`config.mk`:
```
export PLATFORM = sky130hd
export DESIGN_NAME = vga_scan_driver
export DESIGN_NICKNAME = d
export VERILOG_FILES = /design/src/rtl/vga_scan_driver.sv
export SDC_FILE = /design/constraint.sdc
export NUM_CORES = 1
export LEC_CHECK = 0
export ABC_AREA = 1
export BUFFER_PORTS_ARGS = -buffer_cell sky130_fd_sc_hd__buf_2
export CAP_MARGIN = 20
export CORE_ASPECT_RATIO = 0.75
export CORE_MARGIN = 4
export CORE_UTILIZATION = 45
export DETAILED_ROUTE_END_ITERATION = 12
export MAX_ROUTING_LAYER = met4
export PLACE_DENSITY = 0.78
export REMOVE_ABC_BUFFERS = 1
export SYNTH_ARGS = -nofsm -noshare
export SYNTH_HDL_FRONTEND = slang
export SYNTH_SLANG_ARGS = --single-unit
export TNS_END_PERCENT = 10
```
`constraint.sdc`:
```
create_clock -name clk -period 1.7 [get_ports clk]
set_clock_uncertainty 0.2 [all_clocks]
set_input_delay 0.085 -clock clk [delete_from_list [all_inputs] [get_ports clk]]
set_output_delay 0.085 -clock clk [all_outputs]
set_load 0.01 [all_outputs]
```
`src/rtl/vga_scan_driver.sv`:
```
// ---------------------------------------------------------------------------
// vga_scan_driver
//
// Raster timing source and final pixel output stage for the display pipeline.
// The default parameters give 800x600 at 72 Hz from a 50 MHz pixel rate.
//
// The block provides:
//   - free-running horizontal and vertical scan counters, presented as X/Y
//   - a once-per-frame frameTick at the start of vertical blanking
//   - registered hsync/vsync pins (positive polarity)
//   - registered colour: widget colour, background, or black in blanking
//
// Ports:
//   clk                     in   system clock
//   reset                   in   asynchronous, active-low reset
//   pixEn                   in   pixel-rate enable (tie high at 50 MHz clk)
//   X, Y                    out  11-bit scan coordinates (raw counters)
//   frameTick               out  one-pixel pulse at (0, V_VIS), qualified by pixEn
//   widgetYes               in   widget claims pixel (X,Y)
//   redIn/greenIn/blueIn    in   4-bit widget colour
//   bgRed/bgGreen/bgBlue    in   4-bit background colour
//   hsync, vsync            out  registered sync pins
//   red/green/blue          out  registered 4-bit pixel colour
//
// Build option:
//   VGA_BORDER_EN  when defined, the outermost active pixels (first/last
//                  column and first/last line) are forced to white (FFF),
//                  overriding widget and background colour.
// ---------------------------------------------------------------------------
module vga_scan_driver #(
  parameter int H_VIS  = 800,
  parameter int H_FP   = 56,
  parameter int H_SYNC = 120,
  parameter int H_BP   = 64,
  parameter int V_VIS  = 600,
  parameter int V_FP   = 37,
  parameter int V_SYNC = 6,
  parameter int V_BP   = 23
) (
  input  logic        clk,
  input  logic        reset,
  input  logic        pixEn,
  output logic [10:0] X,
  output logic [10:0] Y,
  output logic        frameTick,
  input  logic        widgetYes,
  input  logic [3:0]  redIn,
  input  logic [3:0]  greenIn,
  input  logic [3:0]  blueIn,
  input  logic [3:0]  bgRed,
  input  logic [3:0]  bgGreen,
  input  logic [3:0]  bgBlue,
  output logic        hsync,
  output logic        vsync,
  output logic [3:0]  red,
  output logic [3:0]  green,
  output logic [3:0]  blue
);

  localparam logic [10:0] H_LAST     = 11'(H_VIS + H_FP + H_SYNC + H_BP - 1);
  localparam logic [10:0] V_LAST     = 11'(V_VIS + V_FP + V_SYNC + V_BP - 1);
  localparam logic [10:0] H_VIS_W    = 11'(H_VIS);
  localparam logic [10:0] V_VIS_W    = 11'(V_VIS);
  localparam logic [10:0] HS_FIRST   = 11'(H_VIS + H_FP);
  localparam logic [10:0] HS_LAST    = 11'(H_VIS + H_FP + H_SYNC - 1);
  localparam logic [10:0] VS_FIRST   = 11'(V_VIS + V_FP);
  localparam logic [10:0] VS_LAST    = 11'(V_VIS + V_FP + V_SYNC - 1);
`ifdef VGA_BORDER_EN
  localparam logic [10:0] H_EDGE     = 11'(H_VIS - 1);
  localparam logic [10:0] V_EDGE     = 11'(V_VIS - 1);
`endif

  // Inclusive range test used by the sync decodes.
  function automatic logic in_range(input logic [10:0] val,
                                    input logic [10:0] lo,
                                    input logic [10:0] hi);
    in_range = (val >= lo) && (val <= hi);
  endfunction

  logic [10:0] h_count_r;
  logic [10:0] v_count_r;
  logic        active_s;
  logic        hsync_s;
  logic        vsync_s;
  logic [11:0] colour_s;
`ifdef VGA_BORDER_EN
  logic        border_s;
`endif

  // Scan counters: horizontal advances per pixel, vertical advances on line wrap.
  always_ff @(posedge clk or negedge reset) begin
    if (!reset) begin
      h_count_r <= 11'd0;
      v_count_r <= 11'd0;
    end else if (pixEn) begin
      if (h_count_r == H_LAST) begin
        h_count_r <= 11'd0;
        if (v_count_r == V_LAST) begin
          v_count_r <= 11'd0;
        end else begin
          v_count_r <= v_count_r + 11'd1;
        end
      end else begin
        h_count_r <= h_count_r + 11'd1;
        v_count_r <= v_count_r;
      end
    end else begin
      h_count_r <= h_count_r;
      v_count_r <= v_count_r;
    end
  end

  assign X = h_count_r;
  assign Y = v_count_r;

  // Frame pulse decoded straight from the counters so widgets see it in the
  // same cycle the scan enters vertical blanking.
  assign frameTick = (h_count_r == 11'd0) && (v_count_r == V_VIS_W) && pixEn;

  // Visible-region and raw sync decode for the current coordinate.
  always_comb begin
    active_s = (h_count_r < H_VIS_W) && (v_count_r < V_VIS_W);
    hsync_s  = in_range(h_count_r, HS_FIRST, HS_LAST);
    vsync_s  = in_range(v_count_r, VS_FIRST, VS_LAST);
  end

`ifdef VGA_BORDER_EN
  // Outer ring of the visible area.
  always_comb begin
    border_s = (h_count_r == 11'd0) || (h_count_r == H_EDGE) ||
               (v_count_r == 11'd0) || (v_count_r == V_EDGE);
  end
`endif

  // Colour select: black in blanking, then (optional border), widget, background.
  always_comb begin
    colour_s = 12'h000;
    if (!active_s) begin
      colour_s = 12'h000;
    end
`ifdef VGA_BORDER_EN
    else if (border_s) begin
      colour_s = 12'hFFF;
    end
`endif
    else if (widgetYes) begin
      colour_s = {redIn, greenIn, blueIn};
    end else begin
      colour_s = {bgRed, bgGreen, bgBlue};
    end
  end

  // Output stage: sync and colour are registered together so they stay
  // aligned, one pixel behind X/Y.
  always_ff @(posedge clk or negedge reset) begin
    if (!reset) begin
      hsync <= 1'b0;
      vsync <= 1'b0;
      red   <= 4'h0;
      green <= 4'h0;
      blue  <= 4'h0;
    end else if (pixEn) begin
      hsync <= hsync_s;
      vsync <= vsync_s;
      red   <= colour_s[11:8];
      green <= colour_s[7:4];
      blue  <= colour_s[3:0];
    end else begin
      hsync <= hsync;
      vsync <= vsync;
      red   <= red;
      green <= green;
      blue  <= blue;
    end
  end

endmodule

```
==> report_table.html <==
<table>
<tr><th>Metric</th><th>Value</th></tr>
<tr><th colspan="2">Floorplan</th></tr>
<tr><td>Die Y</td><td>69.3 um</td></tr>
<tr><td>Core region area</td><td>4650 sq um</td></tr>
<tr><td>Width of the chip</td><td>89.7 um</td></tr>
<tr><td>Area enclosed by the die boundary</td><td>6210 sq um</td></tr>
<tr><td>Std cell rows</td><td>21</td></tr>
<tr><td>Boundary pin count</td><td>65</td></tr>
<tr><td>Starting utilization of the core area</td><td>48.4%</td></tr>
<tr><th colspan="2">Critical path</th></tr>
<tr><td>Highest cell delay on the worst timing path</td><td>approximately 0.40 ns</td></tr>
<tr><td>Critical-path cell list</td><td>inv_2 &gt; ha_1 &gt; nand2_1 &gt; nor3_2 &gt; nand3_1 &gt; nor3_2 &gt; buf_2</td></tr>
<tr><td>Req. time, crit path</td><td>between 1 and 1.5 ns</td></tr>
<tr><td>CP max-delay cell</td><td>sky130_fd_sc_hd__dfrtp_1</td></tr>
<tr><td>Worst path arrival time</td><td>1.54 ns</td></tr>
<tr><td>Element type at the critical path end</td><td>primary output</td></tr>
<tr><td>Buffer and inverter count on the worst path</td><td>2</td></tr>
<tr><td>Worst-path fanout max</td><td>4</td></tr>
<tr><td>Type of the worst setup path</td><td>flip-flop to primary output</td></tr>
<tr><td>Crit path max-delay family</td><td>simple AND/OR/NAND/NOR gates</td></tr>
<tr><td>Cell with the most instances on the worst path</td><td>sky130_fd_sc_hd__nor3_2</td></tr>
<tr><td>Kind of launch point of the worst setup path</td><td>flip-flop</td></tr>
<tr><th colspan="2">Route</th></tr>
<tr><td>1st-iter DRT viols</td><td>~210</td></tr>
<tr><td>Average vias per placed instance</td><td>5.02</td></tr>
<tr><td>Total wirelength of the detailed-routed design</td><td>6150 um</td></tr>
<tr><td>WL per Instance</td><td>12.7 um</td></tr>
<tr><td>Antenna-violating nets left</td><td>0</td></tr>
<tr><td>Count of TritonRoute iterations in the first routing pass</td><td>4</td></tr>
<tr><td>Via Count</td><td>approximately 2400</td></tr>
<tr><td>Drc violations</td><td>0</td></tr>
<tr><th colspan="2">Timing</th></tr>
<tr><td>Rel. slew slack</td><td>between 60% and 70%</td></tr>
<tr><td>Unrepaired setup endpoints after global routing</td><td>yes</td></tr>
<tr><td>Timing-limited maximum frequency</td><td>548 MHz</td></tr>
<tr><td>Transition time at the pin with the least slew margin</td><td>0.503 ns</td></tr>
<tr><td>Fin worst setup slack</td><td>-0.126 ns</td></tr>
<tr><td>Number of pins exceeding their max-slew limit in the final report</td><td>0</td></tr>
<tr><td># setup viols final</td><td>2</td></tr>
<tr><td>Final Hold Vio Count</td><td>0</td></tr>
<tr><td>Minimum clock period after layout</td><td>roughly 1.8 ns</td></tr>
<tr><td>Final-layout setup total negative slack</td><td>-0.126 ns</td></tr>
<tr><td>Portion of the clock cycle consumed by the worst path in the final layout</td><td>107%</td></tr>
<tr><th colspan="2">Final layout</th></tr>
<tr><td>Combined area of the multi-input logic cells</td><td>~1200 sq um</td></tr>
<tr><td>Top library cells by usage in the layout, fill and taps aside</td><td>sky130_fd_sc_hd__nand2_1 (102), sky130_fd_sc_hd__buf_2 (64), sky130_fd_sc_hd__nor2_1 (51)</td></tr>
<tr><td>Number of inserted diodes</td><td>0</td></tr>
<tr><td>Util after Layout</td><td>64.4%</td></tr>
<tr><td>Total Nets Final</td><td>459</td></tr>
<tr><td>Sequential cell area</td><td>905 sq um</td></tr>
<tr><td>Area Overhead vs Synth</td><td>33.0%</td></tr>
<tr><td>Most common cell after layout, fill and taps aside</td><td>sky130_fd_sc_hd__nand2_1</td></tr>
<tr><td>Fillers</td><td>418</td></tr>
<tr><td>Fraction of layout cells with a size suffix above 1</td><td>24.4%</td></tr>
<tr><th colspan="2">Run status</th></tr>
<tr><td>Status</td><td>finished, violations left</td></tr>
<tr><td>Violated checks</td><td>setup timing</td></tr>
<tr><th colspan="2">GRT</th></tr>
<tr><td>Global-route congestion overflow total</td><td>0</td></tr>
<tr><td>First-pass GRT wire length</td><td>10200 um</td></tr>
<tr><td>Largest net degree at the start of global routing</td><td>22</td></tr>
<tr><td>Number of global-route vias before repair</td><td>about 2200</td></tr>
<tr><td>Total GRT Usage</td><td>21.4%</td></tr>
<tr><td>Antenna violations before repair</td><td>0</td></tr>
<tr><th colspan="2">Worst hold path</th></tr>
<tr><td>Worst min path class</td><td>input port to flip-flop</td></tr>
<tr><th colspan="2">Synthesis</th></tr>
<tr><td>Number of instances in the synthesized netlist</td><td>approximately 330</td></tr>
<tr><td>Post-synthesis cell type count</td><td>22</td></tr>
<tr><td>Post-synthesis sequential area ratio</td><td>40.0%</td></tr>
<tr><td>Synth Warn #</td><td>0</td></tr>
<tr><td>Post-synth design cell area</td><td>2250 sq um</td></tr>
<tr><td>Synthesized area divided by synthesized cell count</td><td>roughly 6.8 sq um</td></tr>
<tr><td>Total of flip-flops plus latches after synthesis</td><td>36</td></tr>
<tr><th colspan="2">Place</th></tr>
<tr><td>GP Congestion</td><td>0.890</td></tr>
<tr><td># port buffers</td><td>64</td></tr>
<tr><td>Pre-CTS setup slack</td><td>-0.0234 ns</td></tr>
<tr><td>Post-DP HPWL</td><td>approximately 4500 um</td></tr>
<tr><th colspan="2">Clock tree</th></tr>
<tr><td>CTS tree</td><td>built</td></tr>
<tr><td>Number of H-tree levels</td><td>2</td></tr>
<tr><td>Clock latency of the later-clocked register in the worst-skew pair</td><td>a little under 0.3 ns</td></tr>
<tr><td>Clock transition at the registers of the reported paths</td><td>around 0.07 ns</td></tr>
<tr><td>CTS Root Cell</td><td>sky130_fd_sc_hd__clkbuf_8</td></tr>
<tr><td>Clock sinks</td><td>36</td></tr>
<tr><td>Total CTS buffers</td><td>5</td></tr>
<tr><td>Worst-case clock buffer depth</td><td>2</td></tr>
<tr><th colspan="2">Run</th></tr>
<tr><td>Number of max-cap violations</td><td>0</td></tr>
<tr><th colspan="2">Pwr</th></tr>
<tr><td>Reported net switching power</td><td>0.000888 W</td></tr>
<tr><td>Switching share of power</td><td>between 30% and 40%</td></tr>
<tr><td>Cell Pwr Density</td><td>821 nW/um^2</td></tr>
<tr><td>Reg power frac</td><td>around 45%</td></tr>
<tr><td>Int Pwr</td><td>0.00157 W</td></tr>
<tr><td>Gate power share</td><td>31.8%</td></tr>
<tr><td>Design Power</td><td>0.00246 W</td></tr>
<tr><td>Pleak</td><td>1.60 nW</td></tr>
<tr><td>Peak VDD IR</td><td>350 uV</td></tr>
<tr><td>Clock network power share</td><td>23.4%</td></tr>
</table>
==> metrics by stage <==
stage          cell area (sq um)  std cells  hold slack [ns]
3_3_place_gp                2680        455           -0.127
4_1_cts                     2980        483          0.00197
5_1_grt                     2990        483           0.0247
3_5_place_dp                2680        455           -0.123
2_1_floorplan               2180        319           -0.411
6_report                    2990        483          0.00418
==> synth_stat cells (all sizes together) <==
| master | count | area, sq um |
|---|---|---|
| nand3b | 1 | 7.51 |
| nor3 | 7 | 45.0 |
| clkbuf | 5 | 22.5 |
| or2 | 2 | 12.5 |
| nor2 | 54 | 210 |
| nand4 | 6 | 37.5 |
| dfrtp | 36 | 901 |
| xor2 | 6 | 52.6 |
| a21oi | 7 | 35.0 |
| nand3 | 35 | 175 |
| nand2 | 102 | 383 |
| xnor2 | 1 | 8.76 |
| inv | 31 | 116 |
| o21ai | 26 | 130 |
| ha | 5 | 62.6 |
| buf | 8 | 51.3 |
==> power by group through the flow <==
stage	clock (W)	sequential (W)	combinational (W)
global route	0.000641	0.00112	0.000881
finish	0.000576	0.00110	0.000781
floorplan	0	0.00116	0.000350
detailed placement	0	0.00111	0.000736
global placement	0	0.00110	0.000726
CTS	0.000591	0.00109	0.000779
==> worst min-delay path, cell delays in order <==
cell	delay [ns]
sky130_fd_sc_hd__buf_2	0.07
sky130_fd_sc_hd__nor2_1	0.04
sky130_fd_sc_hd__nor2_1	0.12
sky130_fd_sc_hd__nand3_1	0.09
sky130_fd_sc_hd__nand2_1	0.06
==> layout make-up <==
cell class / instances / share of cell area [%]
Timing Repair Buffer: 100 / 21.3
Sequential cell: 36 / 30.2
Tap cell: 57 / 2.38
Multi-Input combinational cell: 252 / 39.6
Inverter: 31 / 3.89
Clock buffer: 6 / 2.42
Clock inverter: 1 / 0.167
==> final timing paths <==
kind                           from   endpoint  slack [ns]  depth (start not counted)
setup / recovery               Y[0]  frameTick       -0.13                          7
hold / removal             bgRed[1]     red[1]       0.004                          5
setup reg to reg               X[0]       X[4]           0                          7
hold reg to reg            green[2]   green[2]        0.28                          2
max in group asynchronous     reset       Y[3]        0.70                          3
min in group asynchronous     reset      hsync        0.09                          2
==> flip-flops by register name (all words and copies together), names as in the netlist <==
signal	cells
blue	4
Y	11
red	4
X	11
green	4
hsync	1
vsync	1
==> what timing repair did <==
item / in CTS / in global routing
endpoints found under the setup margin: 13 / 26
endpoints found under the hold margin: 49 / 0
pin swaps: 0 / 2
buffers inserted: 2 / 0
gates resized for setup: 6 / 6
hold buffers: 19 / 0
==> layer usage <==
layer | up-vias | wire (um) | global-route usage (%)
met5 | - | 0 | -
met4 | 0 | 20 | 4.96
met3 | 4 | 488 | 6.29
met2 | 78 | 2710 | 29.1
met1 | 1106 | 2940 | 31.2
li1 | 1237 | - | -
==> cells by family (layout without fill, tap and decap cells) <==
kind of cell | after synthesis | count (layout) | share of synthesized area [%]
compound gates | 33 | 33 | 7.34
xor+xnor | 7 | 7 | 2.72
fa+ha+maj | 5 | 5 | 2.78
buf+inv | 44 | 138 | 8.45
flops | 36 | 36 | 40.0
simple gates | 207 | 207 | 38.7
Note: power is estimated with default switching activity, not from simulation.
